==> config.mk <==
export PLATFORM = sky130hd
export DESIGN_NAME = msi001_cfg_seq
export DESIGN_NICKNAME = d
export VERILOG_FILES = /design/src/rtl/msi001_cfg_seq.sv
export SDC_FILE = /design/constraint.sdc
export NUM_CORES = 1
export LEC_CHECK = 0
export BUFFER_PORTS_ARGS = -buffer_cell sky130_fd_sc_hd__buf_4
export CAP_MARGIN = 0
export CORE_ASPECT_RATIO = 1.2
export CORE_MARGIN = 1
export CORE_UTILIZATION = 54
export DETAILED_ROUTE_END_ITERATION = 7
export PLACE_DENSITY = 0.82
export REMOVE_ABC_BUFFERS = 1
export SYNTH_ARGS = -nofsm -noshare
export SYNTH_HDL_FRONTEND = slang
export SYNTH_SLANG_ARGS = --single-unit
export TNS_END_PERCENT = 20
==> constraint.sdc <==
create_clock -name i_clk -period 4.75 [get_ports i_clk]
set_input_delay 0.95 -clock i_clk [delete_from_list [all_inputs] [get_ports i_clk]]
set_output_delay 0.95 -clock i_clk [all_outputs]
set_load 0.01 [all_outputs]
==> src/rtl/msi001_cfg_seq.sv <==
// msi001_cfg_seq: power-on init table streamer and runtime write arbiter for the
// MSI001 tuner's 3-wire SPI writer, in the SPI clock domain.
module msi001_cfg_seq #(
  parameter int N_INIT = 4,
  parameter logic [24*N_INIT-1:0] INIT_WORDS = 96'h000004_000003_000002_000001,
  parameter int POR_DELAY = 1000,
  parameter int GAP_CYCLES = 4,
  parameter int ACK_TIMEOUT = 16
) (
  input  logic        i_clk,
  input  logic        i_rst_n,
  input  logic        i_reinit,
  input  logic        i_req_valid,
  input  logic [23:0] i_req_data,
  output logic        o_req_ready,
  output logic        o_spi_start,
  output logic [23:0] o_spi_data,
  input  logic        i_spi_busy,
  output logic        o_init_done,
  output logic        o_cfg_busy,
  output logic        o_error
);
  localparam int PW = $clog2(POR_DELAY + 1);
  typedef enum logic [2:0] {S_POR, S_ISSUE, S_ACK, S_XFER, S_GAP, S_READY, S_ERROR} state_t;
  state_t        r_state;
  logic [PW-1:0] r_por_cnt;
  logic [7:0]    r_to_cnt, r_gap_cnt;
  logic [3:0]    r_idx;
  logic [23:0]   r_req_word, r_spi_data;
  logic          r_init, r_reinit_pend, r_req_ready, r_spi_start, r_init_done, r_cfg_busy, r_error;
  logic          w_reinit, w_gap_done, w_timeout, w_restart;
  logic [23:0]   w_init_word;
  assign w_init_word = INIT_WORDS[24*int'(r_idx) +: 24];
  assign w_reinit    = i_reinit | r_reinit_pend;
  assign w_gap_done  = r_gap_cnt == 8'(GAP_CYCLES - 1);
  assign w_timeout   = r_to_cnt == 8'(ACK_TIMEOUT);
  // a pending reinit acts at once when idle, otherwise only once the bus is free again
  assign w_restart = w_reinit & ((r_state inside {S_POR, S_READY, S_ERROR}) |
                                 (r_state == S_GAP & w_gap_done) |
                                 (r_state == S_ACK & ~i_spi_busy & w_timeout));
  always_ff @(posedge i_clk or negedge i_rst_n) begin
    if (!i_rst_n) begin
      r_state       <= S_POR;
      r_por_cnt     <= '0;
      r_to_cnt      <= '0;
      r_gap_cnt     <= '0;
      r_idx         <= '0;
      r_req_word    <= '0;
      r_spi_data    <= '0;
      r_init        <= 1'b1;
      r_reinit_pend <= 1'b0;
      r_req_ready   <= 1'b0;
      r_spi_start   <= 1'b0;
      r_init_done   <= 1'b0;
      r_cfg_busy    <= 1'b1;
      r_error       <= 1'b0;
    end else begin
      r_spi_start <= 1'b0;
      if (i_reinit) r_reinit_pend <= 1'b1;
      if (w_restart) begin
        r_state       <= S_ISSUE;
        r_idx         <= '0;
        r_init        <= 1'b1;
        r_init_done   <= 1'b0;
        r_error       <= 1'b0;
        r_reinit_pend <= 1'b0;
        r_req_ready   <= 1'b0;
        r_cfg_busy    <= 1'b1;
      end else begin
        case (r_state)
          S_POR: begin
            if (r_por_cnt == PW'(POR_DELAY - 1)) begin
              r_state <= S_ISSUE;
              r_idx   <= '0;
              r_init  <= 1'b1;
            end else begin
              r_por_cnt <= r_por_cnt + 1'b1;
            end
          end
          S_ISSUE: begin
            r_spi_start <= 1'b1;
            r_spi_data  <= r_init ? w_init_word : r_req_word;
            r_to_cnt    <= '0;
            r_state     <= S_ACK;
          end
          S_ACK: begin
            if (i_spi_busy) begin
              r_state <= S_XFER;
            end else if (w_timeout) begin
              r_state     <= S_ERROR;
              r_error     <= 1'b1;
              r_init_done <= 1'b0;
              r_cfg_busy  <= 1'b0;
            end else begin
              r_to_cnt <= r_to_cnt + 1'b1;
            end
          end
          S_XFER: begin
            if (!i_spi_busy) begin
              r_state   <= S_GAP;
              r_gap_cnt <= '0;
            end
          end
          S_GAP: begin
            if (!w_gap_done) begin
              r_gap_cnt <= r_gap_cnt + 1'b1;
            end else if (r_init && r_idx != 4'(N_INIT - 1)) begin
              r_idx   <= r_idx + 1'b1;
              r_state <= S_ISSUE;
            end else begin
              r_state     <= S_READY;
              r_req_ready <= 1'b1;
              r_cfg_busy  <= 1'b0;
              if (r_init) r_init_done <= 1'b1;
            end
          end
          S_READY: begin
            if (i_req_valid) begin
              r_req_word  <= i_req_data;
              r_req_ready <= 1'b0;
              r_init      <= 1'b0;
              r_cfg_busy  <= 1'b1;
              r_state     <= S_ISSUE;
            end
          end
          S_ERROR: r_req_ready <= 1'b0;
          default: r_state <= S_POR;
        endcase
      end
    end
  end
  assign o_req_ready = r_req_ready;
  assign o_spi_start = r_spi_start;
  assign o_spi_data  = r_spi_data;
  assign o_init_done = r_init_done;
  assign o_cfg_busy  = r_cfg_busy;
  assign o_error     = r_error;
endmodule

==> summary.md, run 1 <==
| Metric | Value |
|---|---|
| Status | `completed` |
| Ratio of cells with drive above 1 in the final layout | `24.00%` |
| Die W | `81.69 microns` |
| Synth cell types | `53` |
| CTS tree | `built` |
| CP Launch Point | `r_state[2]$_DFFE_PN0P_` |
| Post-DRT Antenna Nets | `0` |
| Mapped Area | `4115 sq um` |
| 1st-pass router iterations | `4` |
| CTS Sinks | `88` |
| Main combinational cell family by area after synthesis | `simple AND/OR/NAND/NOR gates` |
| Synth area leaders | `dfrtp_1 52%, mux2_4 7.3%, nand2_1 5.7%` |
| Final setup violation count | `0` |
| Adder-cell share of the synthesized area | `1.763%` |
| Yosys top cell by area | `dfrtp_1` |
| Global-route wire length before repair | `14.13 mm` |
| Row cnt | `34` |
| Worst Setup End Kind | `register` |
| Overall Global Routing Usage | `23.12%` |
| IO buf count | `57` |
| Root Driver | `clkbuf_8` |
| Synth-to-Final Area Change | `16.14%` |
| Post-synthesis mux area share | `8.665%` |
| Hold WC Path Type | `register to register` |
| Drt wl/cell | `15.95 microns` |
| Clock buffer depth | `2` |
| Cells on worst reg2reg path | `5` |
| Reg2reg start | `r_state[2]$_DFFE_PN0P_` |
| Final TNS setup | `0 ns` |
| Buffer count from post-CTS setup fixing | `0` |
| Initial DRC Count | `169` |
| Period minus WS final | `2.954 ns` |
| Largest net degree at the start of global routing | `89` |
| Die ar. | `7975 sq um` |
| Max-capacitance violation count | `0` |
| Cts hold-fix bufs | `0` |
| Final WL | `8.614 mm` |
| Setup CP Type | `register to register` |
| Initial antenna violation count | `0` |
| Top cells by count, synth | `86 x dfrtp_1, 63 x nand2_1, 40 x o21ai_0` |
| # H-tree levels | `3` |
| Worst EP required | `4.99 ns` |
| Fin crit share | `62.20%` |
| Flops & latches, synth | `88` |
| Count leader, synth | `dfrtp_1` |
| Latest clock arrival within the worst-skew pair | `0.36 ns` |
| RSZ-0062 raised after global routing | `no` |
| CTS Buf Count | `9` |
| Tightest Pin Transition | `1.343 ns` |
| IO Pins | `58` |
| Final GP Congestion | `0.9314` |
| Share of the synthesized area in the top cell type | `52.30%` |
| Final hold vios | `0` |
| Worst Path Arrival | `3.20 ns` |
| Yosys warning count | `0` |
| PnR worst setup slack | `1.796 ns` |
| Main synth FF type | `dfrtp_1` |
| Via density | `5.702` |
| Startpoint Class | `register` |
| Seq/Total Area, Yosys | `53.57%` |
| R2R Setup Slk | `1.80 ns` |
| Peak supply drop | `0.0003528 V` |
| Final Max Tran Viols | `0` |
| Synthesized area per cell | `10.55 sq um` |
| PD cells | `542.3 nW/um^2` |
| Core area | `7317 sq um` |
| Static leakage | `2.240 nW` |
| Vias | `3,079` |
| Slowest Stage Delay on Critical Path | `0.77 ns` |
| Pre-CTS WS | `1.785 ns` |
| Reg-to-reg endpoint | `r_req_word[16]$_DFFE_PN0P_` |
| Vias in the first global route | `3,027` |
| Post-synthesis compound-gate area fraction | `12.16%` |
| Fillers | `577` |
| Worst-path cell chain | `nor3b_1 -> o31a_1 -> o31a_4 -> nand4_4 -> mux2_4` |
| Max frequency | `0.3385 GHz` |
| Post-synthesis async set-or-reset flop share | `100.0%` |
| GRT Residual Overflow | `0` |
| Worst Path Max Fanout | `24` |
| Post-synthesis simple-gate area fraction | `17.00%` |
| CTS clk-pin slew, worst paths | `0.09 ns` |
| Starting density of the core | `56.24%` |
| Hpwl dp | `5.877 mm` |
| Final #Nets | `479` |
| Relative slew slack | `9.658%` |
| CP max-delay cell | `dfrtp_1` |
| Post-Syn Instances | `390` |
| Setup Skew | `0.01341 ns` |
| DRC viols | `0` |
| Antenna Cells | `0` |
| XOR/XNOR Fraction of Synth Area | `3.831%` |
| Post-synth EDFFs | `0` |
| Die Y | `97.63 microns` |
| # resized after CTS | `0` |
| End of the critical path | `r_req_word[16]$_DFFE_PN0P_` |
==> metrics by stage <==
step,utilization [%],cells,area (sq um),power [mW],hold WS (ns)
after floorplan,-,375,4025,1.760,0.4423
after global placement,62.60,524,4581,2.055,0.4623
after detailed placement,62.60,524,4581,2.092,0.4722
after CTS,65.32,540,4780,2.607,0.4795
after global routing,65.32,540,4780,2.762,0.5047
final,65.32,540,4780,2.592,0.4701
==> kinds of logic after synthesis <==
kind of cell,after synthesis
compound gates,82
simple gates,147
mux,25
buf+inv,24
xor+xnor,18
fa+ha+maj,6
flops,88
==> report_power, final <==
part           total, mW  switching (mW)  internal, mW
clock network      0.508           0.301         0.207
registers           1.18           0.205         0.977
logic              0.902           0.484         0.419
total               2.59           0.989          1.60
==> critical path, delay by kind of cell, from the launching register on <==
kind             cells  cell delay (ns)
AO/OA/AOI/OAI        2             0.59
flip-flops           1             0.77
multiplexers         1             0.49
AND/OR/NAND/NOR      2             0.97
==> state kept, by name, summed over array words and instances, names as in the netlist, 3 cells and up <==
register and cells:
r_por_cnt 10, r_gap_cnt 8, r_req_word 24, r_to_cnt 8
o_spi_data 24, r_state 3, r_idx 4
==> cell type report <==
type	instances	area (sq um)	area share, %
sequential	88	2205	46.13
multi-input combinational	278	1787	37.38
timing repair buffer	59	442.9	9.267
clock buffer	9	123.9	2.592
tap	90	112.6	2.356
clock inverter	7	75.07	1.571
inverter	9	33.78	0.7068
==> per-layer routing <==
layer	part of all wire, %	GRT usage [%]	up-vias
li1	-	-	1485
met1	46	31.15	1497
met2	47	36.35	79
met3	4.1	3.944	18
met4	2.1	9.852	0
met5	0	0	-
==> cells in the final DEF, fill, tap and decap left out, types with 2 or more instances in the layout <==
| cell type | n |
|---|---|
| or4_1 | 2 |
| nor3b_1 | 2 |
| inv_2 | 2 |
| buf_4 | 59 |
| nor4_1 | 4 |
| inv_1 | 7 |
| o211ai_1 | 2 |
| nand4_1 | 7 |
| and3_1 | 4 |
| ha_1 | 5 |
| a21oi_1 | 12 |
| mux2_4 | 20 |
| a32oi_1 | 2 |
| o31ai_1 | 4 |
| mux2_2 | 5 |
| a31oi_1 | 4 |
| nor3_1 | 7 |
| a22oi_1 | 3 |
| nand2_1 | 63 |
| inv_8 | 3 |
| nand3_1 | 11 |
| clkbuf_8 | 9 |
| a211oi_1 | 4 |
| dfrtp_1 | 86 |
| xnor2_1 | 9 |
| xor2_1 | 9 |
| clkinv_4 | 2 |
| o21ai_0 | 40 |
| o31a_1 | 2 |
| nor2_1 | 32 |
| dfstp_2 | 2 |
| nand2b_1 | 4 |
==> how the worst min path moves through the flow <==
stage	start	endpoint	slack, ns	cells past startpoint
3_3_place_gp	o_spi_data[22]$_DFFE_PN0P_	o_spi_data[22]$_DFFE_PN0P_	0.46	2
4_1_cts	r_por_cnt[9]$_DFFE_PN0P_	r_por_cnt[9]$_DFFE_PN0P_	0.48	1
2_1_floorplan	r_por_cnt[9]$_DFFE_PN0P_	r_por_cnt[9]$_DFFE_PN0P_	0.44	1
6_report	r_por_cnt[9]$_DFFE_PN0P_	r_por_cnt[9]$_DFFE_PN0P_	0.47	1
3_5_place_dp	o_spi_data[13]$_DFFE_PN0P_	o_spi_data[13]$_DFFE_PN0P_	0.47	2
5_1_grt	r_por_cnt[8]$_DFFE_PN0P_	r_por_cnt[8]$_DFFE_PN0P_	0.50	1
Note: power is estimated with default switching activity, not from simulation.
==> run 2, diff against run 1 <==
==> constraint.sdc (replaced) <==
create_clock -name i_clk -period 2.8 [get_ports i_clk]
set_input_delay 0.56 -clock i_clk [delete_from_list [all_inputs] [get_ports i_clk]]
set_output_delay 0.56 -clock i_clk [all_outputs]
set_load 0.01 [all_outputs]
==> run 2 against run 1 <==
  * Global-route usage increased by 1.0 points
  * Core utilization is 1.4 points higher
  * First-iteration DRC count increased by 53%
  * Critical path type unchanged
  * Critical endpoint is now r_req_word[1]$_DFFE_PN0P_
  * Largest cell class unchanged
  * Highest routed layer unchanged
==> summary.md, run 2 (synthesized netlist as in run 1, its figures left out) <==
| Metric | Value |
|---|---|
| Status | `completed` |
| Crit path buf inv count | `0` |
| CTS Buf Count | `9` |
| Overall Global Routing Usage | `24.17%` |
| Max frequency | `0.3773 GHz` |
| Setup Skew | `0.008978 ns` |
| Synth-to-Final Area Change | `18.64%` |
| NetSw | `1.702 mW` |
| Initial DRC Count | `259` |
| CTS Sinks | `88` |
| PD cells | `917.7 nW/um^2` |
| Cts hold-fix bufs | `0` |
| Worst EP required | `3.05 ns` |
| Footprint of the multi-input gates | `1787 sq um` |
| Row cnt | `34` |
| Starting density of the core | `56.24%` |
| Vias | `3,191` |
| Relative slew slack | `55.22%` |
| Commonest cells after routing, fill and taps aside | `86 x dfrtp_1, 70 x buf_4, 63 x nand2_1` |
| Final GP Congestion | `0.8812` |
| Largest net degree at the start of global routing | `53` |
| Clock buffer depth | `2` |
| Worst Setup End Kind | `register` |
| Drt wl/cell | `16.01 microns` |
| DRC viols | `0` |
| Util after Layout | `66.72%` |
| Global-route wire length before repair | `14.79 mm` |
| Layout Cells excl Fill | `552` |
| Top delay family on crit path | `simple AND/OR/NAND/NOR gates` |
| CTS tree | `built` |
| P_int | `2.778 mW` |
| Static leakage | `2.306 nW` |
| Worst Path Max Fanout | `24` |
| 1st-pass router iterations | `4` |
| PnR worst setup slack | `0.1499 ns` |
| Hold_ws | `0.2223 ns` |
| Final setup violation count | `0` |
| Ratio of cells with drive above 1 in the final layout | `25.97%` |
| Final Max Tran Viols | `0` |
| Core area | `7317 sq um` |
| Fin crit share | `94.65%` |
| Slowest Stage Delay on Critical Path | `0.56 ns` |
| Fillers | `535` |
| Startpoint Class | `register` |
| Dpl cells | `536` |
| Die ar. | `7975 sq um` |
| Tightest Pin Transition | `0.6717 ns` |
| Max-capacitance violation count | `0` |
| RSZ-0062 raised after global routing | `no` |
| Initial antenna violation count | `0` |
| # resized after CTS | `0` |
| Sequential share of power | `44.5%` |
| Hold WC Path Type | `input port to async pin` |
| IO Pins | `58` |
| Logic pwr share | `36.1%` |
| CTS clk-pin slew, worst paths | `0.10 ns` |
| Peak supply drop | `0.0004882 V` |
| Die W | `81.69 microns` |
| Post-DRT Antenna Nets | `0` |
| Clock power frac | `19.4%` |
| Final WL | `8.840 mm` |
| Die Y | `97.63 microns` |
| Setup CP Type | `register to register` |
| Final #Nets | `491` |
| Switch share | `37.98%` |
| # H-tree levels | `3` |
| Hpwl dp | `6.071 mm` |
| Via density | `5.781` |
| Latest clock arrival within the worst-skew pair | `0.36 ns` |
| Vias in the first global route | `3,136` |
| Worst Path Arrival | `2.90 ns` |
| Root Driver | `clkbuf_8` |
| Buffer count from post-CTS setup fixing | `0` |
| Period minus WS final | `2.650 ns` |
| Pre-CTS WS | `0.1549 ns` |
| GRT Residual Overflow | `0` |
| Worst-path cell chain | `or4_4 -> o31a_1 -> o31a_4 -> nand4_4 -> mux2_2` |
| Final TNS setup | `0 ns` |
| Final hold vios | `0` |
| IO buf count | `57` |
| CP max-delay cell | `or4_4` |
| Antenna Cells | `0` |
| Most common cell after layout, fill and taps aside | `dfrtp_1` |
| Register Area | `2205 sq um` |
-- run 2: worst register-to-register path: cells and delay by family (launching register included) --
kind | cells | cell delay [ns]
DFF | 1 | 0.45
muxes | 1 | 0.42
and+or+nand+nor | 2 | 0.97
AOI/OAI and AO/OA | 2 | 0.72
-- run 2: worst paths after layout --
path / endpoint / cells past startpoint / start / slack, ns
setup reg to reg: r_req_word[1]$_DFFE_PN0P_ / 5 / r_gap_cnt[3]$_DFFE_PN0P_ / 0.15
min in group i_clk: r_req_word[18]$_DFFE_PN0P_ / 2 / i_req_data[18] / 0.42
max in group asynchronous: r_req_word[7]$_DFFE_PN0P_ / 2 / i_rst_n / 1.94
setup / recovery: r_req_word[1]$_DFFE_PN0P_ / 5 / r_gap_cnt[3]$_DFFE_PN0P_ / 0.15
hold / removal: o_spi_data[17]$_DFFE_PN0P_ / 1 / i_rst_n / 0.22
hold reg to reg: o_spi_data[14]$_DFFE_PN0P_ / 2 / o_spi_data[14]$_DFFE_PN0P_ / 0.49
-- run 2: final cells by class --
| cell class | instances | area share, % |
|---|---|---|
| sequential | 88 | 45.16 |
| multi-input combinational | 278 | 36.60 |
| timing repair buffer | 71 | 11.17 |
| clock buffer | 9 | 2.537 |
| tap | 90 | 2.307 |
| clock inverter | 7 | 1.538 |
| inverter | 9 | 0.6920 |
-- run 2: stage by stage --
step | area [sq um] | power (mW)
after floorplan | 4025 | 2.986
final | 4882 | 4.480
after global routing | 4882 | 4.787
after global placement | 4683 | 3.545
after detailed placement | 4683 | 3.623
after CTS | 4882 | 4.496
-- run 2: power by group through the flow --
stage | Sequential [mW] | Clock (mW) | Combinational [mW]
detailed placement | 2.00 | 0 | 1.62
global placement | 1.98 | 0 | 1.56
floorplan | 1.98 | 0 | 1.00
finish | 1.99 | 0.868 | 1.62
CTS | 1.99 | 0.883 | 1.63
global route | 2.04 | 0.943 | 1.80
-- run 2: metal layers --
layer	GRT usage (%)	vias up	routed length, microns
li1	-	1515	-
met1	31.98	1564	3897
met2	38.21	96	4270
met3	5.352	16	475
met4	9.312	0	197
met5	0	-	0
